[src/rtl/fetch_unit.sv]
// rtl/fetch_unit.sv - RV32E fetch stage: credit-limited in-order word fetch with flush redirect
module fetch_unit #(
    parameter logic [31:0] RESET_PC = 32'h0000_0000,
    parameter int          DEPTH    = 2
) (
    input  logic        clock,
    input  logic        nreset,
    output logic        mem_req_valid,
    input  logic        mem_req_ready,
    output logic [31:0] mem_req_address,
    input  logic        mem_resp_valid,
    input  logic [31:0] mem_resp_data,
    output logic        out_valid,
    input  logic        out_ready,
    output logic [31:0] out_instruction,
    output logic [31:0] out_address,
    input  logic        flush,
    input  logic [31:0] redirect_address,
    output logic        fetch_error
);
    localparam int              CW      = $clog2(DEPTH + 1);
    localparam int              PW      = (DEPTH > 1) ? $clog2(DEPTH) : 1;
    localparam logic [CW:0]     DEPTH_C = (CW + 1)'(DEPTH);
    localparam logic [PW-1:0]   LAST_P  = PW'(DEPTH - 1);

    logic [31:0]    r_pc;
    logic [CW-1:0]  r_outstanding;
    logic [CW-1:0]  r_drop_count;
    logic           r_fetch_error;

    // Address queue: one entry per outstanding request, kept across flushes so drops stay aligned
    logic [31:0]    r_aq_addr [DEPTH];
    logic [PW-1:0]  r_aq_wr;
    logic [PW-1:0]  r_aq_rd;

    // Output buffer of {instruction, address} pairs waiting for decode
    logic [31:0]    r_ob_data [DEPTH];
    logic [31:0]    r_ob_addr [DEPTH];
    logic [PW-1:0]  r_ob_wr;
    logic [PW-1:0]  r_ob_rd;
    logic [CW-1:0]  r_ob_count;

    logic [CW:0]    w_used;
    logic           w_has_credit;
    logic           w_req_fire;
    logic           w_drop;
    logic           w_ob_push;
    logic           w_ob_pop;
    logic [31:0]    w_resp_addr;

    function automatic logic [PW-1:0] f_next(input logic [PW-1:0] p);
        return (p == LAST_P) ? '0 : p + 1'b1;
    endfunction

    assign w_used          = {1'b0, r_outstanding} + {1'b0, r_ob_count};
    assign w_has_credit    = w_used < DEPTH_C;
    assign mem_req_valid   = w_has_credit && !r_fetch_error && !flush && nreset;
    assign mem_req_address = r_pc;
    assign w_req_fire      = mem_req_valid && mem_req_ready;
    assign w_drop          = r_drop_count != '0;
    assign w_resp_addr     = r_aq_addr[r_aq_rd];
    assign w_ob_push       = mem_resp_valid && !w_drop && !flush;
    assign out_valid       = r_ob_count != '0;
    assign w_ob_pop        = out_valid && out_ready && !flush;
    assign out_instruction = out_valid ? r_ob_data[r_ob_rd] : 32'h0;
    assign out_address     = out_valid ? r_ob_addr[r_ob_rd] : 32'h0;
    assign fetch_error     = r_fetch_error;

    // PC, error flag, drop counter and in-flight count; flush redirects and marks all in-flight work stale
    always_ff @(posedge clock or negedge nreset) begin
        if (!nreset) begin
            r_pc          <= RESET_PC;
            r_fetch_error <= 1'b0;
            r_drop_count  <= '0;
            r_outstanding <= '0;
        end else begin
            if (flush) begin
                r_pc          <= redirect_address;
                r_fetch_error <= |redirect_address[1:0];
                r_drop_count  <= r_outstanding - CW'(mem_resp_valid);
            end else begin
                if (w_req_fire) begin
                    r_pc <= r_pc + 32'd4;
                end
                if (mem_resp_valid && w_drop) begin
                    r_drop_count <= r_drop_count - 1'b1;
                end
            end
            case ({w_req_fire, mem_resp_valid})
                2'b10:   r_outstanding <= r_outstanding + 1'b1;
                2'b01:   r_outstanding <= r_outstanding - 1'b1;
                default: r_outstanding <= r_outstanding;
            endcase
        end
    end

    // Address queue pointers advance on request handshake and on every response
    always_ff @(posedge clock or negedge nreset) begin
        if (!nreset) begin
            r_aq_wr <= '0;
            r_aq_rd <= '0;
        end else begin
            if (w_req_fire) begin
                r_aq_wr <= f_next(r_aq_wr);
            end
            if (mem_resp_valid) begin
                r_aq_rd <= f_next(r_aq_rd);
            end
        end
    end

    // Address queue storage needs no reset; pointers define validity
    always_ff @(posedge clock) begin
        if (w_req_fire) begin
            r_aq_addr[r_aq_wr] <= r_pc;
        end
    end

    // Output buffer occupancy; flush empties it in one edge
    always_ff @(posedge clock or negedge nreset) begin
        if (!nreset) begin
            r_ob_wr    <= '0;
            r_ob_rd    <= '0;
            r_ob_count <= '0;
        end else if (flush) begin
            r_ob_wr    <= '0;
            r_ob_rd    <= '0;
            r_ob_count <= '0;
        end else begin
            if (w_ob_push) begin
                r_ob_wr <= f_next(r_ob_wr);
            end
            if (w_ob_pop) begin
                r_ob_rd <= f_next(r_ob_rd);
            end
            case ({w_ob_push, w_ob_pop})
                2'b10:   r_ob_count <= r_ob_count + 1'b1;
                2'b01:   r_ob_count <= r_ob_count - 1'b1;
                default: r_ob_count <= r_ob_count;
            endcase
        end
    end

    // Output buffer storage: instruction word paired with the address it was fetched from
    always_ff @(posedge clock) begin
        if (w_ob_push) begin
            r_ob_data[r_ob_wr] <= mem_resp_data;
            r_ob_addr[r_ob_wr] <= w_resp_addr;
        end
    end

    // Credit accounting guarantees the buffer has room for every accepted response
    a_no_overflow: assert property (@(posedge clock) disable iff (!nreset)
        !(w_ob_push && !w_ob_pop && (r_ob_count == DEPTH_C[CW-1:0])));

    // Memory must never return more responses than requests issued
    a_resp_matches_req: assert property (@(posedge clock) disable iff (!nreset)
        !(mem_resp_valid && (r_outstanding == '0)));

endmodule
[config.mk]
export PLATFORM = sky130hd
export DESIGN_NAME = fetch_unit
export DESIGN_NICKNAME = d
export VERILOG_FILES = /design/src/rtl/fetch_unit.sv
export SDC_FILE = /design/constraint.sdc
export NUM_CORES = 1
export LEC_CHECK = 0
export ABC_CLOCK_PERIOD_IN_PS = 5800
export CAP_MARGIN = 15
export CORE_ASPECT_RATIO = 0.75
export CORE_MARGIN = 2
export CORE_UTILIZATION = 48
export DETAILED_ROUTE_END_ITERATION = 16
export GPL_ROUTABILITY_DRIVEN = 0
export PLACE_DENSITY = 0.85
export SYNTH_ARGS = -nofsm -noshare
export SYNTH_HDL_FRONTEND = slang
export SYNTH_SLANG_ARGS = --single-unit
[constraint.sdc]
create_clock -name clock -period 5.8 [get_ports clock]
set_clock_uncertainty 0.2 [all_clocks]
set_input_delay 0.87 -clock clock [delete_from_list [all_inputs] [get_ports clock]]
set_output_delay 0.87 -clock clock [all_outputs]
set_load 0.01 [all_outputs]
### Yosys cells after proc, flatten, opt, wreduce, memory -nomap -nowiden

Memory sizes are Yosys's and may differ from the RTL's.
Cells that the tools add are included.

| word-level totals | value |
|---|---|
| memories kept | 3 |
| input port bits | 70 |
| flip-flop bits (word level) | 43 |
| word-level logic and storage cells | 71 |
| output and inout bits | 99 |
| bits in writable memories | 192 |

Memory list:

| name | words | width | rd ports | clocked after memory_dff | wr ports | RTL line | text |
|---|---|---|---|---|---|---|---|
| r_aq_addr | 2 | 32 | 1 | 0 | 1 | 32 | `logic [31:0] r_aq_addr [DEPTH];` |
| r_ob_addr | 2 | 32 | 1 | 0 | 1 | 38 | `logic [31:0] r_ob_addr [DEPTH];` |
| r_ob_data | 2 | 32 | 1 | 0 | 1 | 37 | `logic [31:0] r_ob_data [DEPTH];` |

| cells by class | value |
|---|---|
| multiplexer cells | 21 |
| add/sub/neg operators | 12 |
| equal/unequal tests | 4 |
| reductions and logical operators | 21 |
| $lt $le $gt $ge | 1 |

Operators with widths:

| cell | number |
|---|---|
| 32-bit two-way mux | 4 |
| 32-bit by 3-bit adder with 32-bit output (second input constant) | 1 |
| 2-bit nonzero test | 7 |
| 1-bit two-way mux | 12 |
| 1-bit logical AND | 9 |
| 2-bit one-hot mux with 2 select lines | 2 |
| 2-bit two-way mux | 3 |
| 2-bit by 1-bit subtractor with 2-bit output (second input constant) | 3 |
| 1-bit adder (second input constant) | 4 |
| 2-bit by 1-bit adder with 2-bit output (second input constant) | 2 |
| 2-bit by 1-bit == test with 1-bit output (second input constant) | 2 |
| 2-bit == test (second input constant) | 2 |
| 2-bit by 2-bit adder with 3-bit output | 1 |
| 1-bit zero test | 3 |
| 3-bit by 2-bit < comparator with 1-bit output (second input constant) | 1 |
| 3-bit nonzero test | 1 |
| 2-bit OR reduction | 1 |
| 2-bit by 1-bit subtractor with 2-bit output | 1 |

### Logic depth before layout (Yosys ltp)

Gate-level depths: netlist of run 1.

| logic depth | value |
|---|---|
| depth after elaboration | 8 |
| gate-level depth with buffers | 12 |
| depth with buffers taken out | 9 |

### Worst setup path before layout of run 1

Ideal clock, no wire load.

| timing path | value |
|---|---|
| kind | input port to flip-flop |
| from | in flush |
| to | mem r_ob_addr[1][0], enable pin |
| library setup time | 0.578 ns |
| data arrival time | 5.937 ns |
| cell stages on the path | 3 |
| required time | 5.022 ns |
| setup slack | -0.915 ns |
| path buffers | 2 |
| cell sequence | buf_4 clkbuf_1 nor3b_1 |

| on the way | value |
|---|---|
| cells in the longest elaborated chain, start to end | 4 |

Ends and longest elaborated chain:

| item | RTL line | text |
|---|---|---|
| start: declaration | 17 | `input logic flush,` |
| 1-bit zero test | 62 | `assign w_ob_push = mem_resp_valid && !w_drop && !flush;` |
| 1-bit logical AND | 62 |  |
| 1-bit two-way mux | 146 | `if (w_ob_push) begin` |
| 1-bit two-way mux (implied by the code) | 148 | `r_ob_addr[r_ob_wr] <= w_resp_addr;` |
| end: declaration | 38 |  |

Every way passes these cells.

### Worst setup path in the final report of run 1

| timing path | value |
|---|---|
| from | reg r_ob_count[0] |
| to | mem r_aq_addr[0][6], enable pin |

| on the way | value |
|---|---|
| cells in the longest elaborated chain, start to end | 8 |

Ends and longest elaborated chain:

| item | RTL line | text |
|---|---|---|
| start: declaration | 41 | `logic [CW-1:0] r_ob_count;` |
| start signal: assignment | 137 | `2'b10: r_ob_count <= r_ob_count + 1'b1;` |
| start signal: assignment | 138 | `2'b01: r_ob_count <= r_ob_count - 1'b1;` |
| start signal: assignment | 139 | `default: r_ob_count <= r_ob_count;` |
| 2-bit by 2-bit adder with 3-bit output | 55 | `assign w_used = {1'b0, r_outstanding} + {1'b0, r_ob_count};` |
| 3-bit by 2-bit < comparator with 1-bit output | 56 | `assign w_has_credit = w_used < DEPTH_C;` |
| 1-bit logical AND (3 in a row) | 57 | `assign mem_req_valid = w_has_credit && !r_fetch_error && !flush && nreset;` |
| 1-bit logical AND | 59 | `assign w_req_fire = mem_req_valid && mem_req_ready;` |
| 1-bit two-way mux | 114 | `if (w_req_fire) begin` |
| 1-bit two-way mux (implied by the code) | 115 | `r_aq_addr[r_aq_wr] <= r_pc;` |
| end: declaration | 32 |  |

Every way passes these cells.

==> results of run 1 <==
power by group:
group | switching, mW | internal [mW] | total [mW] | leakage, nW
Combinational | 0.380 | 0.413 | 0.793 | 1.53
Sequential | 0.130 | 2.00 | 2.13 | 2.26
Clock | 0.613 | 1.01 | 1.62 | 0.427
final timing paths:
| kind | from | to | slack (ns) | cells past startpoint |
|---|---|---|---|---|
| worst max-delay path | r_ob_count[0] | r_aq_addr[0][6] | 1.89 | 6 |
| worst min-delay path | nreset | r_ob_count[1] | 0.26 | 2 |
| worst max register to register | r_ob_count[0] | r_aq_addr[0][6] | 1.89 | 6 |
| worst min register to register | mem_req_address[0] | r_aq_addr[0][0] | 0.33 | 0 |
| max in group asynchronous | nreset | r_ob_rd | 4.71 | 2 |
| min in group clock | mem_req_address[0] | r_aq_addr[0][0] | 0.33 | 0 |
Yosys cell counts (7+ instances only):
cell,n
edfxtp_1,192
nor2_1,87
mux2i_1,66
dfrtp_1,43
nand2_1,35
mux2_2,34
nand3_1,22
o21ai_0,19
buf_2,12
clkbuf_1,12
a21oi_1,9
a221o_1,8
nand4_1,8
buf_1,7
inv_1,7
o211ai_1,7
final cells by class:
class | instances | area [sq um]
fillers | 1426 | 7030
clock buffers | 37 | 772
repair buffers | 176 | 1760
multi-input cells | 372 | 2590
flip-flops and latches | 235 | 6850
inverters | 8 | 30.0
well taps | 253 | 317
clock inverters | 7 | 98.8
critical path, cell delays in order (launching register included):
cell     delay, ns
dfrtp_1       0.44
and2_1        0.18
fa_1          0.44
nor2_1        0.16
and4_1        0.71
inv_2         0.49
nor2_4        0.88
registers in the layout (all words and copies together) (netlist names), 2 cells and up:
signal	flops
r_ob_data	64
r_ob_count	2
r_ob_addr	64
r_aq_addr	64
r_drop_count	2
mem_req_address	32
r_outstanding	2
logic make-up after synthesis:
group | Yosys count | synth area share
AND/OR/NAND/NOR | 187 | 0.0897
adder cells (fa/ha/maj) | 5 | 0.00731
AO/OA/AOI/OAI | 70 | 0.0511
XOR/XNOR | 10 | 0.00914
buffers and inverters | 42 | 0.0196
multiplexers | 100 | 0.109
flip-flops | 235 | 0.714
layout by cell type, fill, tap and decap left out, drive strengths merged, types with 2 or more instances in the layout:
cell and n:
clkinv 3, a31oi 4, a221o 8, bufinv 2, nand3 22, edfxtp 192, o21ai 20, dfrtp 43
nand2 35, a21o 3, nor2 89, or4 2, and2 5, nand4 8, clkdlybuf4s50 166, a21oi 9
xnor2 4, o211ai 7, mux2 34, buf 10, a211o 2, nor3b 2, inv 9, a41oi 4
xor2 6, nor4 2, ha 4, o311ai 8, clkbuf 37, mux2i 66, nor3 8, nand3b 2
and3 6
through the flow:
stage / hold WS (ns) / cell area [sq um] / worst slack [ns]
finish: 0.261 / 12400 / 1.89
floorplan: 0.260 / 9590 / 1.35
CTS: 0.266 / 12400 / 1.82
global placement: 0.316 / 11500 / 1.66
detailed placement: 0.306 / 11500 / 1.56
global route: 0.299 / 12400 / 1.67
metal layers:
metal | up-vias | part of all wire | wire length (microns) | global-route usage
met1 | 2956 | 0.44 | 9050 | 0.277
met2 | 240 | 0.47 | 9650 | 0.319
met3 | 34 | 0.066 | 1340 | 0.0331
met5 | - | 0 | 0 | 0
li1 | 2791 | - | - | -
met4 | 0 | 0.017 | 347 | 0.0350
==> flow_metrics.tcl, run 1 <==
set metrics [dict create \
    cts_resized 0 \
    grt_max_degree 48 \
    num_vias 6021 \
    dieArea_sq_um 21100 \
    slew_headroom 0.286 \
    maxCapViolations 0 \
    clk_pin_slew_ns 0.06 \
    crit_arrival_ns 3.83 \
    die_w_microns 167 \
    ys_warn_count 0 \
    overflow 0 \
    die_h_microns 126 \
    num_rows 44 \
    syn_nets 724 \
    drt_wl_total_microns 20400 \
    n_antenna_cell 0 \
    synth_edf_count 192 \
    pin_count 169 \
    fin_crit_sh 0.674 \
    cts_root_buf "clkbuf_16" \
    hold_viol_final 0 \
    power_density_nw_per_um2 367 \
    ant_nets 0 \
    port_buffers 168 \
    track_usage 0.193 \
    cts_inserted_buffers 24 \
    total_power_mw 4.55 \
    design.core.area_sq_um 19400 \
    insertion_delay_ns 0.50 \
    slew_violations 0 \
    synth.cell_area_sq_um 9580 \
    cts_num_sinks 235 \
    leakage_nw 4.22 \
    finalSetupViolations 0 \
    grt_pass1_vias 5921 \
    path_class "reg -> reg" \
    tightestPinTransition_ns 1.07 \
    worstPathRequired_ns 5.72 \
    cts_setup_buffers 0 \
    avgRoutedWirePerCell_microns 18.7 \
    period_needed_ns 3.91 \
    holdCritPathClass "in -> async" \
    seq_area_frac_synth 0.714 \
    cts_max_path_buffers 3 \
    antenna_found_initial 0 \
    critPathLaunchType "flip-flop" \
    yosysTopAreaCellShare 0.602 \
    drtIter0Drc 505 \
    fin_util 0.638 \
    area_growth_pct 29.5 \
    rsz0062_at_grt "false" \
    cts_hold_buf 0 \
    synth_cells 649 \
    htreeDepth 1 \
    vias_per_cell 5.53 \
    synthFlopType "edfxtp_1" \
    fin_cells 1088 \
    status "finished clean" \
    dp_cells 1044 \
    dp_hpwl_microns 13100 \
    path_max_fanout 40 \
    nets 892 \
    max_freq_mhz 256 \
    ys_ff_latch 235 \
    crit_path_end_kind "flip-flop" \
    tns_ns 0 \
    drtPass1Iterations 5 \
    synth_area_per_cell_sq_um 14.8 \
    vdd_ir_drop_max_mv 0.181 \
    drc 0 \
    async_reset_ff_frac 0.183 \
    cts_tree "built" \
    grt_pass1_wl_microns 32500 \
    synthTopCellsByArea "edfxtp_1 (60%), dfrtp_1 (11%), mux2i_1 (6.9%)" \
    yosysTopAreaCell "edfxtp_1" \
    synth_cell_types 51 \
    start_util 0.493 \
    drive_gt1_frac 0.117 \
]
No activity file was read; power rests on OpenSTA's default activity.
==> run 2, diff against run 1 <==
- ABC_CLOCK_PERIOD_IN_PS: 5800 -> 4050
- CORE_UTILIZATION: 48 -> 53
- PLACE_DENSITY: 0.85 -> 0.88
- clock period: 5.8 -> 4.05 ns (I/O delays scaled with it)
==> run 2 against run 1 <==
Critical path type is now reg -> out. Highest routed layer unchanged. Hold slack better by 0.045 ns. Via count up 1.2%. Global-route usage up 2.3 points. Critical endpoint is now out_address[23]. First-iteration DRC count down 4.2%. Largest cell class unchanged. Non-clock buffer count up 9. Worst setup slack worse by 1.2 ns. Flip-flop and latch count unchanged.
==> flow_metrics.tcl, run 2 (synthesis gave the netlist of run 1 again) <==
set metrics [dict create \
    antenna_found_initial 0 \
    path_class "reg -> out" \
    leakage_nw 4.22 \
    rsz0062_at_grt "false" \
    die_w_microns 159 \
    cts_max_path_buffers 3 \
    hold_viol_final 0 \
    r2r_cells 7 \
    crit_path_end_kind "output port" \
    holdPathEnd "r_aq_addr[0][1]" \
    path_max_fanout 34 \
    cp_top_family "flip-flops" \
    slew_headroom 0.381 \
    status "finished clean" \
    drtIter0Drc 484 \
    tightestPinTransition_ns 0.924 \
    dp_hpwl_microns 13600 \
    period_needed_ns 3.38 \
    cpPeakStageDelay_ns 0.81 \
    fin_cells 1083 \
    crit_arrival_ns 2.57 \
    final_cell_mix "edfxtp_1 (192), clkdlybuf4s50_1 (166), nor2_1 (85), mux2i_1 (66), dfrtp_1 (42)" \
    cts_inserted_buffers 23 \
    cp.buffers_inverters 2 \
    drtPass1Iterations 5 \
    avgRoutedWirePerCell_microns 19.1 \
    pin_count 169 \
    hold-path-cell-count 0 \
    ant_nets 0 \
    holdCritPathClass "reg -> reg" \
    reg_top3 "r_aq_addr (64), r_ob_addr (64), r_ob_data (64)" \
    overflow 0 \
    fin_util 0.699 \
    wl_met2_microns 9920 \
    timing.rr.end "r_aq_addr[0][31]" \
    cts_tree "built" \
    fin_crit_sh 0.835 \
    dp_cells 1041 \
    num_vias 6096 \
    htreeDepth 1 \
    max_freq_mhz 296 \
    n_antenna_cell 0 \
    slowest_stage "dfrtp_4" \
    num_rows 42 \
    insertion_delay_ns 0.51 \
    critPathLaunchType "flip-flop" \
    final_common_cell "edfxtp_1" \
    drive_gt1_frac 0.117 \
    worstPathRequired_ns 3.24 \
    n_fill_cell 1185 \
    wl_met1_microns 8890 \
    design.core.area_sq_um 17700 \
    port_buffers 168 \
    power_density_nw_per_um2 511 \
    grt_max_degree 42 \
    grt_pass1_vias 6002 \
    timing.rr.start "r_ob_count[0]" \
    dr_wl_met3_microns 1450 \
    highest_layer "met4" \
    nets 900 \
    crit_path_cell_trace "buf_12, mux2i_1, nor2_1, clkdlybuf4s50_1" \
    start_util 0.543 \
    tns_ns 0 \
    die_h_microns 120 \
    vias_per_cell 5.63 \
    fin_area_sq_um 12300 \
    grt_pass1_wl_microns 32600 \
    cts_num_sinks 235 \
    finalSetupViolations 0 \
    cts_root_buf "clkbuf_16" \
    postPlaceCellArea_sq_um 11600 \
    maxCapViolations 0 \
    dieArea_sq_um 19200 \
    drt_wl_total_microns 20700 \
    clk_pin_slew_ns 0.06 \
    vdd_ir_drop_max_mv 0.282 \
    hold_start "mem_req_address[1]" \
    track_usage 0.216 \
    slew_violations 0 \
    area_growth_pct 28.8 \
    reg2reg_setup_slack_ns 1.05 \
    cts_resized 0 \
    drc 0 \
]
run 2: worst max path at each step:
| stage | startpoint | end | slack [ns] | cells past startpoint |
|---|---|---|---|---|
| 2_1_floorplan | flush | r_ob_addr[0][0] | -0.14 | 3 |
| 3_3_place_gp | r_ob_count[0] | r_aq_addr[0][3] | 1.14 | 7 |
| 3_5_place_dp | r_ob_count[0] | r_aq_addr[0][2] | 1.05 | 7 |
| 4_1_cts | r_ob_rd | out_address[23] | 0.64 | 4 |
| 5_1_grt | r_ob_rd | out_address[25] | 0.59 | 4 |
| 6_report | r_ob_rd | out_address[23] | 0.67 | 4 |
run 2: what timing repair did:
action                    in CTS  in global routing
hold buffers                   1                  0
hold endpoints to repair      10                  0
buffers inserted               0                  0
run 2: through the flow:
step           hold WS, ns  setup slack, ns  total power, mW
6_report             0.306            0.669             6.30
2_1_floorplan        0.112           -0.137             3.70
5_1_grt              0.335            0.586             6.56
4_1_cts              0.309            0.643             6.36
3_3_place_gp         0.302             1.14             4.21
3_5_place_dp         0.299             1.05             4.25
run 2: power breakdown:
part           internal [mW]  total [mW]  switching [mW]
registers               2.87        3.05           0.182
logic                  0.596        1.15           0.557
clock network           1.24        2.10           0.863
total                   4.70        6.30            1.60
run 2: layout make-up:
| type | count | area (sq um) | share of cell area |
|---|---|---|---|
| sequential | 235 | 6850 | 0.555 |
| tap | 242 | 303 | 0.0245 |
| multi-input combinational | 372 | 2590 | 0.210 |
| clock inverter | 16 | 164 | 0.0133 |
| clock buffer | 25 | 583 | 0.0473 |
| timing repair buffer | 185 | 1830 | 0.148 |
| inverter | 8 | 30.0 | 0.00243 |
run 2: metal layers:
metal,global-route usage,up-vias
met5,0,-
met4,0.0608,0
met3,0.0508,36
met2,0.356,274
met1,0.292,2976
li1,-,2810
run 2: worst register-to-register path, cell delays in order (launching register included):
cell and delay [ns]:
dfrtp_1 0.46, and2_1 0.19, fa_1 0.43, nor2_1 0.16
and4_1 0.25, inv_2 0.21, nor2_4 0.52, buf_4 0.28
